--- config.mk ---
export PLATFORM = sky130hd
export DESIGN_NAME = mode_switch_controller
export DESIGN_NICKNAME = d
export VERILOG_FILES = /design/src/rtl/mode_switch_controller_pkg.sv /design/src/rtl/mode_hold_timer.sv /design/src/rtl/mode_switch_controller.sv
export SDC_FILE = /design/constraint.sdc
export NUM_CORES = 1
export LEC_CHECK = 0
export CAP_MARGIN = 20
export CORE_MARGIN = 5
export CORE_UTILIZATION = 53
export DETAILED_ROUTE_END_ITERATION = 12
export GPL_ROUTABILITY_DRIVEN = 0
export PLACE_DENSITY = 0.75
export RECOVER_POWER = 100
export SYNTH_ARGS = -nofsm -noshare
export SYNTH_HDL_FRONTEND = slang
export SYNTH_SLANG_ARGS = --single-unit
--- constraint.sdc ---
create_clock -name clk -period 2.5 [get_ports clk]
set_clock_uncertainty 0.2 [all_clocks]
set_input_delay 0.75 -clock clk [delete_from_list [all_inputs] [get_ports clk]]
set_output_delay 0.75 -clock clk [all_outputs]
set_load 0.02 [all_outputs]
--- src/rtl/mode_switch_controller_pkg.sv ---
// Shared mode, source and FSM encodings for the mode-change handshake.
// Every drawer and the top-level responder import this package.
package mode_switch_controller_pkg;

    localparam logic [1:0] MODE_RESERVED = 2'b00;
    localparam logic [1:0] MODE_WELCOME  = 2'b01;
    localparam logic [1:0] MODE_CALC     = 2'b10;
    localparam logic [1:0] MODE_GRAPH    = 2'b11;

    localparam int SRC_WELCOME = 0;
    localparam int SRC_CALC    = 1;
    localparam int SRC_GRAPH   = 2;

    typedef enum logic [1:0] {
        ST_IDLE    = 2'd0,
        ST_BLANK   = 2'd1,
        ST_RELEASE = 2'd2
    } state_e;

    // A request only moves the mode when it names a real, different mode.
    function automatic logic is_switch(
        input logic [1:0] tgt,
        input logic [1:0] cur
    );
        return (tgt != MODE_RESERVED) && (tgt != cur);
    endfunction

    function automatic int cnt_width(input int a, input int b);
        int m;
        m = (a > b) ? a : b;
        return (m > 1) ? $clog2(m) : 1;
    endfunction

endpackage

--- src/rtl/mode_hold_timer.sv ---
// Loadable down-counter with zero flag; shared by the blank and
// button-release hold phases of the mode switch controller.
module mode_hold_timer #(
    parameter int             W       = 2,
    parameter logic [W-1:0]   RST_VAL = '0
) (
    input  logic         clk,
    input  logic         rst_n,
    input  logic         load_i,
    input  logic [W-1:0] load_val_i,
    input  logic         dec_i,
    output logic         zero_o
);

    logic [W-1:0] cnt_q;

    always_ff @(posedge clk or negedge rst_n) begin
        if (!rst_n) begin
            cnt_q <= RST_VAL;
        end else if (load_i) begin
            cnt_q <= load_val_i;
        end else if (dec_i && (cnt_q != '0)) begin
            cnt_q <= cnt_q - 1'b1;
        end
    end

    assign zero_o = (cnt_q == '0);

endmodule

--- src/rtl/mode_switch_controller.sv ---
// Top-level responder for drawer mode-change requests: owns the main
// mode, acks the active drawer, blanks video and waits for button release.
module mode_switch_controller
    import mode_switch_controller_pkg::*;
#(
    parameter int NUM_SRC        = 3,
    parameter int BLANK_CYCLES   = 420000,
    parameter int RELEASE_CYCLES = 250000
) (
    input  logic                   clk,
    input  logic                   rst_n,
    input  logic [NUM_SRC-1:0]     req_vec,
    input  logic [2*NUM_SRC-1:0]   target_vec,
    input  logic                   btn_center,
    output logic [NUM_SRC-1:0]     ack_vec,
    output logic [1:0]             current_main_mode,
    output logic                   mode_changed,
    output logic                   blank,
    output logic                   busy
);

    localparam int CW = cnt_width(BLANK_CYCLES, RELEASE_CYCLES);
    localparam logic [CW-1:0] BLANK_LD   = CW'(BLANK_CYCLES - 1);
    localparam logic [CW-1:0] RELEASE_LD = CW'(RELEASE_CYCLES - 1);

    state_e               state_q;
    logic [1:0]           mode_q;
    logic [NUM_SRC-1:0]   ack_q;
    logic                 chg_q;
    logic                 blank_q;
    logic                 busy_q;

    logic                 act_req;
    logic [1:0]           act_tgt;
    logic [NUM_SRC-1:0]   act_sel;
    logic                 do_switch;

    logic                 tmr_load;
    logic [CW-1:0]        tmr_val;
    logic                 tmr_dec;
    logic                 tmr_zero;

    // Only the drawer that owns the current mode is listened to.
    always_comb begin
        act_req = 1'b0;
        act_tgt = MODE_RESERVED;
        act_sel = '0;
        for (int i = 0; i < NUM_SRC; i++) begin
            if ((i < 3) && (mode_q == 2'(i + 1))) begin
                act_req    = req_vec[i];
                act_tgt    = target_vec[2*i +: 2];
                act_sel[i] = 1'b1;
            end
        end
    end

    assign do_switch = is_switch(act_tgt, mode_q);

    always_comb begin
        tmr_load = 1'b0;
        tmr_val  = RELEASE_LD;
        tmr_dec  = 1'b0;
        unique case (state_q)
            ST_IDLE: begin
                if (act_req) begin
                    tmr_load = 1'b1;
                    tmr_val  = do_switch ? BLANK_LD : RELEASE_LD;
                end
            end
            ST_BLANK: begin
                if (tmr_zero) begin
                    tmr_load = 1'b1;
                end else begin
                    tmr_dec = 1'b1;
                end
            end
            ST_RELEASE: begin
                if (btn_center) begin
                    tmr_load = 1'b1;
                end else begin
                    tmr_dec = 1'b1;
                end
            end
            default: begin
                tmr_load = 1'b1;
            end
        endcase
    end

    mode_hold_timer #(
        .W       (CW),
        .RST_VAL (RELEASE_LD)
    ) u_timer (
        .clk        (clk),
        .rst_n      (rst_n),
        .load_i     (tmr_load),
        .load_val_i (tmr_val),
        .dec_i      (tmr_dec),
        .zero_o     (tmr_zero)
    );

    always_ff @(posedge clk or negedge rst_n) begin
        if (!rst_n) begin
            state_q <= ST_RELEASE;
            mode_q  <= MODE_WELCOME;
            ack_q   <= '0;
            chg_q   <= 1'b0;
            blank_q <= 1'b0;
            busy_q  <= 1'b1;
        end else begin
            ack_q <= '0;
            chg_q <= 1'b0;
            unique case (state_q)
                ST_IDLE: begin
                    if (act_req) begin
                        ack_q  <= act_sel;
                        busy_q <= 1'b1;
                        if (do_switch) begin
                            mode_q  <= act_tgt;
                            chg_q   <= 1'b1;
                            blank_q <= 1'b1;
                            state_q <= ST_BLANK;
                        end else begin
                            state_q <= ST_RELEASE;
                        end
                    end
                end
                ST_BLANK: begin
                    if (tmr_zero) begin
                        blank_q <= 1'b0;
                        state_q <= ST_RELEASE;
                    end
                end
                ST_RELEASE: begin
                    // Requester must have dropped req so one request
                    // never earns a second ack.
                    if (!btn_center && tmr_zero && !act_req) begin
                        busy_q  <= 1'b0;
                        state_q <= ST_IDLE;
                    end
                end
                default: begin
                    blank_q <= 1'b0;
                    busy_q  <= 1'b1;
                    state_q <= ST_RELEASE;
                end
            endcase
        end
    end

    assign ack_vec           = ack_q;
    assign current_main_mode = mode_q;
    assign mode_changed      = chg_q;
    assign blank             = blank_q;
    assign busy              = busy_q;

endmodule

=== Yosys cells after proc, flatten, opt, wreduce, memory -nomap -nowiden ===
Cells that the tools add are included.

* Add/subtract/negate cells: 1
* Equal/unequal tests: 10
* Multiplexer cells: 38
* Bitwise logic cells: 2
* Reduce and logical (&&, ||, !) cells: 15

{| class="wikitable"
|+ Operators with widths
! operator !! count
|-
| $mux W19 || 5
|-
| $logic_not A19 Y1 || 1
|-
| $mux W1 || 19
|-
| $reduce_bool A19 Y1 || 1
|-
| $sub A19 B1 Y19 const B || 1
|-
| $mux W2 || 7
|-
| $pmux W1 S3 || 3
|-
| $reduce_and A3 Y1 || 3
|-
| $ne A2 B2 Y1 const B || 4
|-
| $eq A2 B2 Y1 const B || 3
|-
| $mux W3 || 2
|-
| $pmux W2 S3 || 1
|-
| $eq A2 B1 Y1 const B || 2
|-
| $logic_and A1 B1 Y1 || 4
|-
| $reduce_and A4 Y1 || 1
|-
| $reduce_bool A2 Y1 || 2
|-
| $logic_not A1 Y1 || 2
|-
| $logic_not A2 Y1 || 1
|-
| $ne A2 B2 Y1 || 1
|-
| $not A1 Y1 || 2
|-
| $pmux W1 S2 || 1
|}

* Flip-flop bits (word level): 29
* Input port bits: 12
* Output and inout bits: 8
* Word-level logic and storage cells: 73

=== Longest topological paths before layout ===
Gate-level depths: netlist of the first run.

* Depth after elaboration: 10
* Gate-level depth with buffers: 9
* Mapped depth without buffers: 7

=== Hierarchy ===
Synthesis of the first run repeated with hierarchy kept, for this count alone.

* Cell total of the unflattened synthesis: 213
* Area total of the unflattened synthesis: 1900.6 µm²

{| class="wikitable"
|+ Modules (own cells, without submodules)
! module !! instances !! cells each !! area each (µm²) !! seq. area each (µm²)
|-
| mode_hold_timer || 1 || 146 || 1251.2 || 488.0
|-
| mode_switch_controller || 1 || 67 || 649.4 || 254.0
|}

=== Worst setup path after synthesis of the first run ===
OpenSTA, ideal clock, no wires.

* Path type: register to register
* Start point: register state_q[1]
* End point: register u_timer.cnt_q[7]
* Setup time: 0.094 ns
* Arrival: 1.855 ns
* Required time: 2.206 ns
* Path slack: 0.351 ns
* Stages on the path, launching flop included: 7
* Path buffers: 0
* Period minus slack after synthesis: 2.149 ns
* Cells stage by stage: dfstp_2 -> ha_1 -> nor2b_1 -> o2111ai_1 -> a2111oi_2 -> xnor2_1 -> nand2_1

* Word-level cells in the longest chain between the ends: 4
* Elaborated cells between the ends (all ways): 9
* Those cells by class: eq/ne: 2; mux: 4; reduce/logical: 3

{| class="wikitable"
|+ Ends and longest elaborated chain
! element !! RTL line !! RTL
|-
| start, declared || mode_switch_controller.sv:26 || <nowiki>state_e state_q;</nowiki>
|-
| start signal, assigned || mode_switch_controller.sv:104 || <nowiki>state_q <= ST_RELEASE;</nowiki>
|-
| start signal, assigned || mode_switch_controller.sv:122 || <nowiki>state_q <= ST_BLANK;</nowiki>
|-
| start signal, assigned || mode_switch_controller.sv:124 || <nowiki>state_q <= ST_RELEASE;</nowiki>
|-
| $eq A2 B2 Y1 or $eq A2 B1 Y1 (tied branches) || mode_switch_controller.sv:63 || <nowiki>unique case (state_q)</nowiki>
|-
| $pmux W1 S2 || mode_switch_controller.sv:63 ||
|-
| $logic_and A1 B1 Y1 || mode_hold_timer.sv:22 || <nowiki>end else if (dec_i && (cnt_q != '0)) begin</nowiki>
|-
| $reduce_bool A2 Y1 (no source line) || -- ||
|-
| end signal, assigned || mode_hold_timer.sv:21 || <nowiki>cnt_q <= load_val_i;</nowiki>
|-
| end signal, assigned || mode_hold_timer.sv:23 || <nowiki>cnt_q <= cnt_q - 1'b1;</nowiki>
|-
| end, declared || mode_hold_timer.sv:15 || <nowiki>logic [W-1:0] cnt_q;</nowiki>
|}

Several ways; a longest one is shown, not always the timed one.
A chain may end at the register's enable or synchronous reset.

=== Final worst setup path of the first run ===
* Start point: input port req_vec[2]
* End point: register blank_q (netlist: blank)

* Word-level cells in the longest chain between the ends: 3

{| class="wikitable"
|+ Ends and longest elaborated chain
! element !! RTL line !! RTL
|-
| start, declared || mode_switch_controller.sv:12 || <nowiki>input logic [NUM_SRC-1:0] req_vec,</nowiki>
|-
| $mux W1 || mode_switch_controller.sv:49 || <nowiki>if ((i < 3) && (mode_q == 2'(i + 1))) begin</nowiki>
|-
| $ne A2 B2 Y1 (no source line) || -- ||
|-
| $reduce_and A4 Y1 (no source line) || -- ||
|-
| end signal, assigned || mode_switch_controller.sv:108 || <nowiki>blank_q <= 1'b0;</nowiki>
|-
| end signal, assigned || mode_switch_controller.sv:121 || <nowiki>blank_q <= 1'b1;</nowiki>
|-
| end signal, assigned || mode_switch_controller.sv:130 || <nowiki>blank_q <= 1'b0;</nowiki>
|-
| end, declared || mode_switch_controller.sv:30 || <nowiki>logic blank_q;</nowiki>
|}

No other way between the ends.

==> metrics.md, run 1 <==
| Metric | Value |
|---|---|
| Sinks on the clock net | 29 |
| Worst Slack Setup Final | 0.0405 ns |
| Total of flip-flops plus latches after synthesis | 29 |
| Average cell area after synthesis | 10.2 µm² |
| Detailed placer's ending HPWL | 3.62 mm |
| Final worst-path cycle share | 98.4% |
| Net count reported at finish | 247 |
| Peak ir drop on the vdd network | 416 µV |
| Total setup buffers inserted after CTS | 0 |
| Number of warnings reported in the yosys synthesis log | 0 |
| Initial core utilization | 55.5% |
| Die Span X | 69.6 µm |
| Antenna violations before repair | 0 |
| H-tree depth | 2 |
| Pre-Repair DR Iteration Count | 4 |
| Power Dens Cells | 597 nW/µm² |
| CTS Buf Count | 5 |
| GRT Overall Usage | 20.3% |
| Vias in the first global route | 1591 |
| Clock tree from TritonCTS | yes |
| Share of synthesized area occupied by flip-flops and latches | 39.5% |
| Final number of max-transition violations | 0 |
| Total nets after synthesis | 203 |
| Worst-Skew Late Latency | 0.33 ns |
| Pin count of the biggest net entering global routing | 30 |
| Count of routing violations after the opening detailed-route iteration | 90 |
| Dominant synthesized flop cell | dfrtp_1 |
| Pre-CTS worst setup slack | -0.224 ns |
| Count of buffers from port buffering | 19 |
| Time the final worst path needs with I/O delays and setup | 2.46 ns |
| Layout overhead on the synthesized area | 23.6% |
| Worst min-delay path category | flop to flop |
| Core Box Area | 3390 µm² |
| Total I/O pin count | 20 |
| Routed Wire Length | 4.58 mm |
| Maximum net fanout on the critical path | 3 |
| Startpoint Class | primary input |
| Residual overflow from global routing | 0 |
| Number of failing setup endpoints in the final timing report | 0 |
| Root buffer cell | clkbuf_4 |
| Leakage Power | 0.956 nW |
| Run status | complete, no violations |
| Req. time, crit path | 2.57 ns |
| Die Footprint | 4840 µm² |
| RSZ-0062 raised after global routing | no |
| Worst rel slew slack | 52.8% |
| Detail-routed via count per cell | 5.91 |
| Antenna cell count | 0 |
| Final count of hold timing violations | 0 |
| Maximum clock frequency | 407 MHz |
| Share of post-route cells with drive strength above 1 | 26.1% |
| Number of distinct library cells after synthesis | 57 |
| Total instance count after detailed placement | 268 |
| Number of standard cells in the layout, taps in and fillers out | 276 |
| Post-synthesis instance area | 1880 µm² |
| Endpoint kind of the worst setup timing path | flop |
| Row count | 21 |
| Post-synth EDFFs | 0 |
| Final routed wire length divided by cell count | 16.6 µm |
| Count of mapped cells out of synthesis | 185 |
| Worst Max-Slew Pin Slew | 0.707 ns |
| Crit Path Class | primary input to flop |
| Maximum Capacitance Violations | 0 |
| Clock slew at reported path FFs | 0.08 ns |
| Number of DRC violations after detailed routing | 0 |
| Critical Path AT | 2.53 ns |
| Via count | 1632 |
| Number of nets still failing antenna checks after routing | 0 |
| Maximum clock insertion buffer count | 2 |
| Async set-or-reset flop fraction in the synthesized netlist | 100% |
| Global-route wire length before repair | 7.78 mm |
| Die extent in y | 69.6 µm |
## critical path, cell delays in order
cell	delay, ns
clkdlybuf4s50_1	0.42
mux2_1	0.35
a211oi_1	0.30
buf_4	0.18
a31oi_1	0.11
nor3b_2	0.24
o32a_2	0.18
## layer usage
layer	routed length, µm	GRT usage, %	vias to the layer above
met3	252	5.22	9
met4	93	7.16	0
li1	-	-	788
met2	2220	32.8	47
met1	2020	26.1	788
met5	0	0	-
## layout by cell type (no fill, tap or decap), drive strengths merged, types with 2 or more instances in the layout
cell,netlist,final
or4,2,2
xor2,2,2
o211ai,3,3
ha,6,6
nand3,6,6
dlygate4sd3,0,7
o2111ai,2,2
buf,3,21
a21oi,11,11
nor4,9,9
inv,10,10
and3,2,2
xnor2,10,10
nor2,11,11
nor3,7,7
dfstp,13,13
clkbuf,4,11
nand2,9,9
or3,4,4
nor2b,3,3
mux2i,2,2
a21o,4,4
a211oi,6,6
o21ai,8,8
o31ai,2,2
dfrtp,16,16
a31oi,6,6
clkdlybuf4s50,0,11
nand4,3,3
## power breakdown
group          switching (mW)  internal (mW)
clock network           0.159          0.163
logic                   0.261          0.197
registers              0.0652          0.542
total                   0.485          0.902
## sequential cells by signal, summed over array words and instances (netlist names)
| register | count |
|---|---|
| state_q | 2 |
| blank | 1 |
| current_main_mode | 2 |
| u_timer.cnt_q | 19 |
| busy | 1 |
| mode_changed | 1 |
| ack_vec | 3 |
## Yosys cell counts (all sizes together), types with 2 or more instances
cell | instances | area, µm²
a211oi | 6 | 57.6
a21o | 4 | 30.0
a21oi | 11 | 55.1
a31oi | 6 | 43.8
and3 | 2 | 12.5
buf | 3 | 31.3
clkbuf | 4 | 15.0
dfrtp | 16 | 400
dfstp | 13 | 342
ha | 6 | 75.1
inv | 10 | 37.5
mux2i | 2 | 20.0
nand2 | 9 | 33.8
nand3 | 6 | 35.0
nand4 | 3 | 18.8
nor2 | 11 | 41.3
nor2b | 3 | 18.8
nor3 | 7 | 40.0
nor4 | 9 | 120
o2111ai | 2 | 17.5
o211ai | 3 | 27.5
o21ai | 8 | 40.0
o31ai | 2 | 15.0
or3 | 4 | 25.0
or4 | 2 | 15.0
xnor2 | 10 | 87.6
xor2 | 2 | 17.5
## per-stage QoR
| stage | power [mW] | area, µm² | TNS, ns | hold WS [ns] | util, % |
|---|---|---|---|---|---|
| final | 1.39 | 2320 | 0 | 0.327 | 68.5 |
| after global routing | 1.49 | 2320 | 0 | 0.340 | 68.5 |
| after CTS | 1.40 | 2340 | 0 | 0.332 | 69.0 |
| after detailed placement | 1.07 | 2270 | -2.12 | 0.306 | 67.0 |
| after global placement | 1.04 | 2270 | -1.55 | 0.284 | 67.0 |
| after floorplan | 0.873 | 1880 | 0 | 0.254 | - |
## repair_timing
item                       in CTS  in global routing
hold buffers                    0                  0
setup endpoints to repair       1                  8
gates resized for setup         1                  2
## cells by family (layout without fill, tap and decap cells)
family,count (synthesis),in the layout,share of synthesized area (%)
AOI/OAI and AO/OA,54,54,21.2
xor gates and xnor gates,12,12,5.59
adders and majority gates,6,6,3.99
muxes,3,3,1.66
buffers and inverters,17,62,4.46
and+or+nand+nor,64,64,23.7
DFF,29,29,39.5
## final timing paths
path / to / cells past startpoint / from / slack (ns)
hold reg to reg: blank$_DFFE_PN0P_ / 1 / blank$_DFFE_PN0P_ / 0.33
setup reg to reg: u_timer.cnt_q[13]$_DFFE_PN0P_ / 8 / u_timer.cnt_q[0]$_DFFE_PN1P_ / 0.12
hold / removal: blank$_DFFE_PN0P_ / 1 / blank$_DFFE_PN0P_ / 0.33
min in group asynchronous: u_timer.cnt_q[4]$_DFFE_PN0P_ / 2 / rst_n / 0.79
max in group asynchronous: u_timer.cnt_q[13]$_DFFE_PN0P_ / 2 / rst_n / 0.86
setup / recovery: blank$_DFFE_PN0P_ / 7 / req_vec[2] / 0.04
## final cells by class
type | instances | area, µm²
Inverter | 10 | 37.5
Tap cell | 46 | 57.6
Sequential cell | 29 | 742
Timing Repair Buffer | 44 | 364
Clock inverter | 1 | 5.00
Multi-Input combinational cell | 139 | 1050
Clock buffer | 7 | 65.1
Fill cell | 264 | 1070
No activity file was read; power rests on OpenSTA's default activity.
==> run 2: changes to the inputs <==
--- a/config.mk
+++ b/config.mk
@@ -6,11 +6,14 @@
 export NUM_CORES = 1
 export LEC_CHECK = 0
 export CAP_MARGIN = 20
+export CELL_PAD_IN_SITES_DETAIL_PLACEMENT = 0
+export CELL_PAD_IN_SITES_GLOBAL_PLACEMENT = 1
 export CORE_MARGIN = 5
-export CORE_UTILIZATION = 53
+export CORE_UTILIZATION = 44
+export CTS_CLUSTER_SIZE = 28
 export DETAILED_ROUTE_END_ITERATION = 12
 export GPL_ROUTABILITY_DRIVEN = 0
-export PLACE_DENSITY = 0.75
+export PLACE_DENSITY_LB_ADDON = 0.1
 export RECOVER_POWER = 100
 export SYNTH_ARGS = -nofsm -noshare
 export SYNTH_HDL_FRONTEND = slang
==> run 2 against run 1 <==
Hold slack lost 0.023 ns. Clock-buffer cell count grew 1. Critical path depth down 6. Combinational power fell by 4.4%. Die area rose by 17%. Cell count increased by 1.1%. Fmax is 2.0% higher. Sequential power down 0.7%.
==> metrics.md, run 2 (synthesis results as in run 1) <==
| Metric | Value |
|---|---|
| Origin of the worst min-delay path | busy$_DFFE_PN1P_ |
| Finished layout cell area | 2330 µm² |
| Initial core utilization | 46.3% |
| Max reg flops | 19 |
| Row count | 23 |
| Number of nets still failing antenna checks after routing | 0 |
| Die extent in y | 75.4 µm |
| Number of DRC violations after detailed routing | 0 |
| Buffer and inverter count on the worst path | 1 |
| Final core occ | 57.3% |
| Layout overhead on the synthesized area | 23.7% |
| Maximum Capacitance Violations | 0 |
| Root buffer cell | clkbuf_8 |
| End point of the most critical hold path | busy$_DFFE_PN1P_ |
| Critical Path AT | 1.46 ns |
| Reg-to-reg startpoint | u_timer.cnt_q[0]$_DFFE_PN1P_ |
| Antenna cell count | 0 |
| Worst Max-Slew Pin Slew | 0.766 ns |
| Req. time, crit path | 1.55 ns |
| Final total power | 1.42 mW |
| Die Footprint | 5680 µm² |
| Maximum clock frequency | 415 MHz |
| Worst-Skew Late Latency | 0.28 ns |
| Final routed wire length divided by cell count | 17.0 µm |
| Pin count of the biggest net entering global routing | 30 |
| Leakage Power | 0.932 nW |
| Net count reported at finish | 246 |
| Total setup buffers inserted after CTS | 0 |
| Antenna violations before repair | 0 |
| Placed Instance Area | 2270 µm² |
| Final worst-path cycle share | 96.5% |
| Power Dens Cells | 609 nW/µm² |
| Detail-routed via count per cell | 5.77 |
| Final count of hold timing violations | 0 |
| Fillcell total | 351 |
| Worst min-delay path category | flop to flop |
| Commonest cells after routing, fill and taps aside | dfrtp_1, buf_4 |
| Number of failing setup endpoints in the final timing report | 0 |
| Count of buffers from port buffering | 19 |
| Die Span X | 75.4 µm |
| Vias in the first global route | 1753 |
| Run status | complete, no violations |
| Global-route wire length before repair | 7.94 mm |
| Count of routing violations after the opening detailed-route iteration | 89 |
| Share of post-route cells with drive strength above 1 | 24.0% |
| Cell family with most CP delay | buffers and inverters |
| Capturing point of the worst reg2reg path | u_timer.cnt_q[15]$_DFFE_PN1P_ |
| Clock tree from TritonCTS | yes |
| Critical-path cell with the highest stage delay | dlygate4sd3_1 |
| Number of buffers added to fix hold violations after cts | 0 |
| Peak ir drop on the vdd network | 308 µV |
| Detailed placer's ending HPWL | 3.52 mm |
| RSZ-0062 raised after global routing | no |
| Residual overflow from global routing | 0 |
| Total I/O pin count | 20 |
| Core Box Area | 4060 µm² |
| Maximum clock insertion buffer count | 2 |
| H-tree depth | 2 |
| Time the final worst path needs with I/O delays and setup | 2.41 ns |
| Final number of max-transition violations | 0 |
| Cell count of the worst reg-to-reg path | 7 |
| CTS Buf Count | 5 |
| Worst Hold Path Cells | 2 |
| Crit Path Class | flop to output pin |
| Via count | 1611 |
| Largest register by flop count | u_timer.cnt_q |
| Maximum single-stage delay on the critical path | 0.66 ns |
| Sinks on the clock net | 29 |
| Routed Wire Length | 4.73 mm |
| GRT Overall Usage | 18.5% |
| Maximum net fanout on the critical path | 2 |
| Endpoint kind of the worst setup timing path | output pin |
| Clock slew at reported path FFs | 0.06 ns |
| Register-to-Register Setup Slack | 0.13 ns |
| Critical-path cell list | dlygate4sd3_1 |
| Startpoint Class | flop |
| Pre-Repair DR Iteration Count | 4 |
| Worst rel slew slack | 49.0% |
[run 2: worst max path at each step]
stage / start / end / cells after the start
global route: state_q[1]$_DFFE_PN1P_ / u_timer.cnt_q[5]$_DFFE_PN0P_ / 8
global placement: btn_center / u_timer.cnt_q[1]$_DFFE_PN1P_ / 7
CTS: u_timer.cnt_q[0]$_DFFE_PN1P_ / blank$_DFFE_PN0P_ / 7
floorplan: state_q[1]$_DFFE_PN1P_ / u_timer.cnt_q[7]$_DFFE_PN1P_ / 6
finish: busy$_DFFE_PN1P_ / busy / 1
detailed placement: req_vec[2] / state_q[0]$_DFFE_PN0P_ / 6
[run 2: timing repair]
action                     in CTS  in global routing
hold endpoints to repair        0                  0
setup endpoints to repair       1                  4
cloned                          0                  0
resized for setup               1                  3
[run 2: cell type report]
cell class,count,area (µm²),share of cell area (%)
timing repair buffer,43,348,15.0
sequential,29,742,31.9
inverter,10,37.5,1.61
tap,50,62.6,2.69
multi-input combinational,139,1060,45.4
clock buffer,8,80.1,3.44
[run 2: power breakdown]
group          switching [mW]  leakage, nW  total [mW]  internal, mW
sequential             0.0631        0.351       0.603         0.540
combinational           0.250        0.541       0.438         0.188
clock                   0.179       0.0395       0.376         0.197
total                   0.491        0.932        1.42         0.926
[run 2: per-layer routing]
metal / vias up / global-route usage [%] / share of wire [%]
li1: 784 / - / -
met1: 782 / 21.0 / 42
met2: 39 / 32.2 / 52
met3: 6 / 5.15 / 4.6
met4: 0 / 8.35 / 1.2
met5: - / 0 / 0
[run 2: per-stage QoR]
step                      instances  hold slack, ns  setup slack (ns)  TNS [ns]
after floorplan                 185           0.254             0.351         0
after global routing            279           0.338            0.0249         0
after CTS                       279           0.317            0.0556         0
after global placement          271           0.285            -0.149     -1.27
final                           279           0.304            0.0887         0
after detailed placement        271           0.305            -0.163     -1.87
==> patch (settings of run 2) <==
Encoding of `state_e`: now one-hot (3 bits for 3 states).
--- a/src/rtl/mode_switch_controller_pkg.sv
+++ b/src/rtl/mode_switch_controller_pkg.sv
@@ -11,10 +11,10 @@
     localparam int SRC_CALC    = 1;
     localparam int SRC_GRAPH   = 2;
 
-    typedef enum logic [1:0] {
-        ST_IDLE    = 2'd0,
-        ST_BLANK   = 2'd1,
-        ST_RELEASE = 2'd2
+    typedef enum logic [2:0] {
+        ST_IDLE    = 3'b001,
+        ST_BLANK   = 3'b010,
+        ST_RELEASE = 3'b100
     } state_e;
 
     // A request only moves the mode when it names a real, different mode.
Check against the original RTL: no difference found for any inputs over 10 cycles, from zero or initial values and one cycle with rst_n low; not proved beyond that.
==> patch against run 2 <==
Wire length increased by 4.7%; global-route usage grew 0.96 points; first-iteration DRC count up 35%; design area grew 5.4%; setup slack got worse by 0.053 ns; sequential cell count grew 1; register-to-register slack got worse by 0.03 ns; synthesized area shrank 1.2%; critical path type is now input pin to flip-flop; largest cell class unchanged; highest routed layer unchanged.
Power is not compared: it rests on default switching activity, and its combinational part moved more than twofold at a synthesized area within 25%.
==> patch: results (changes against run 2) <==
outcome: finished clean
Final #Nets: 261 (+6.1%)
crit-path max cell delay: 0.44 ns (-0.22 ns)
Distinct cells, synth: 62 (+8.8%)
Data arrival, critical path: 2.43 ns (+0.97 ns)
r2r setup slk: 0.10 ns (-0.03 ns)
DP Wirelength: 3670 microns (+4.5%)
routed len/inst: 16.6 microns (-2.0%)
grt met2 use: 0.334 (+0.0115)
YS warnings: 0 (unchanged)
antenna diode count: 0 (unchanged)
largest net degree at the start of global routing: 31 (+3.3%)
cell count after placement: 290 (+7.0%)
initial antenna violation count: 0 (unchanged)
Worst IR Drop VDD: 308 uV
Reg clk slew, reported paths: 0.07 ns
root buffer cell: clkbuf_8
final setup margin: 0.0354 ns (-0.0533 ns)
global-route wire length before repair: 8370 microns (+5.4%)
Met2 Routed Length: 2490 microns (+1.8%)
H-tree levels: 2 (unchanged)
Top Family by Delay on Critical Path: compound AO/OA/AOI/OAI gates
wl on met1: 2190 microns (+8.9%)
post-synthesis sequential area ratio: 0.413 (+0.0183)
CP max FO: 4 (+2)
Hold WS: 0.311 ns (+0.00703 ns)
DR vias/cell: 5.92 (+2.6%)
largest cells by area after synthesis: dfrtp_1 (23%), dfstp_2 (18%), nor2_1 (2.8%), o31ai_1 (2.8%), a21oi_1 (2.7%)
Met3 Wirelength: 212 microns (-2.3%)
Post-Layout Cell Count: 298 (+6.8%)
TritonRoute pass-1 iters: 4 (unchanged)
top cells by count, synth: dfrtp_1 (17), nor2_1 (14), dfstp_2 (13), nand2_1 (12), a21oi_1 (10)
clock buffer depth: 2 (unchanged)
FFs w/ async S/R, synth: 1.00 (unchanged)
GR Util met3: 0.0334 (-0.0181)
Setup Fix Bufs, Post-CTS: 0 (unchanged)
GRT Total Usage: 0.195 (+0.00964)
number of port buffers: 19 (unchanged)
Post-Place Cell Area: 0.00234 sq mm (+3.3%)
drt initial violations: 120 (+35%)
Syn Nets: 208 (+2.5%)
Syn Inst Count: 194 (+4.9%)
met1 GRT Util: 0.242 (+0.0316)
Worst Max-Slew Pin Slew: 0.772 ns (+0.00691 ns)
slowest CP cell: clkdlybuf4s50_1
Reg with most FFs: u_timer.cnt_q
Max Used Layer: met4
vias in the first global route: 1834 (+4.6%)
filler cell count: 366 (+4.3%)
layout cells sized above 1: 0.298 (+0.0582)
worst slack at placement: -0.327 ns (-0.164 ns)
-- patch: cell families (layout without fill, tap and decap cells) --
logic type	Yosys count	count (layout)	synth area share
AOI/OAI and AO/OA	58	58	0.225
xor gates and xnor gates	4	4	0.0189
adders and majority gates	2	2	0.0135
buffers and inverters	15	69	0.0364
DFF	30	30	0.413
muxes	1	1	0.00539
and+or+nand+nor	84	84	0.288
-- patch: layout make-up --
| cell class | instances | area [sq um] | share of cell area |
|---|---|---|---|
| multi-input cells | 149 | 1050 | 0.428 |
| flip-flops and latches | 30 | 767 | 0.313 |
| repair buffers | 53 | 452 | 0.184 |
| clock buffers | 7 | 86.3 | 0.0352 |
| well taps | 50 | 62.6 | 0.0255 |
| inverters | 8 | 30.0 | 0.0122 |
| clock inverters | 1 | 5.00 | 0.00204 |
-- patch: path summary, 6_finish.rpt --
check / start / endpoint / cells after the start
setup / recovery: target_vec[4] / current_main_mode[1]$_DFFE_PN0P_ / 7
hold / removal: busy$_DFFE_PN1P_ / busy$_DFFE_PN1P_ / 2
setup reg to reg: u_timer.cnt_q[0]$_DFFE_PN1P_ / state_q[0]$_DFFE_PN0P_ / 7
hold reg to reg: busy$_DFFE_PN1P_ / busy$_DFFE_PN1P_ / 2
max in group asynchronous: rst_n / u_timer.cnt_q[8]$_DFFE_PN0P_ / 2
min in group asynchronous: rst_n / state_q[0]$_DFFE_PN0P_ / 2
-- patch: where the power goes --
part,total (uW),internal [uW],switching [uW]
sequential,516,503,12.2
combinational,111,54.0,57.4
clock,410,222,188
total,1040,779,258
-- patch: what timing repair did --
action                                  4_1_cts  5_1_grt
hold buffers                                  0        0
endpoints found under the setup margin        9        6
pin swaps                                     1        0
resized for setup                             3        5
-- patch: worst min-delay path: cells and delay by family (launching register included) --
kind	cells	cell delay (ns)
compound gates	2	0.12
flops	1	0.38
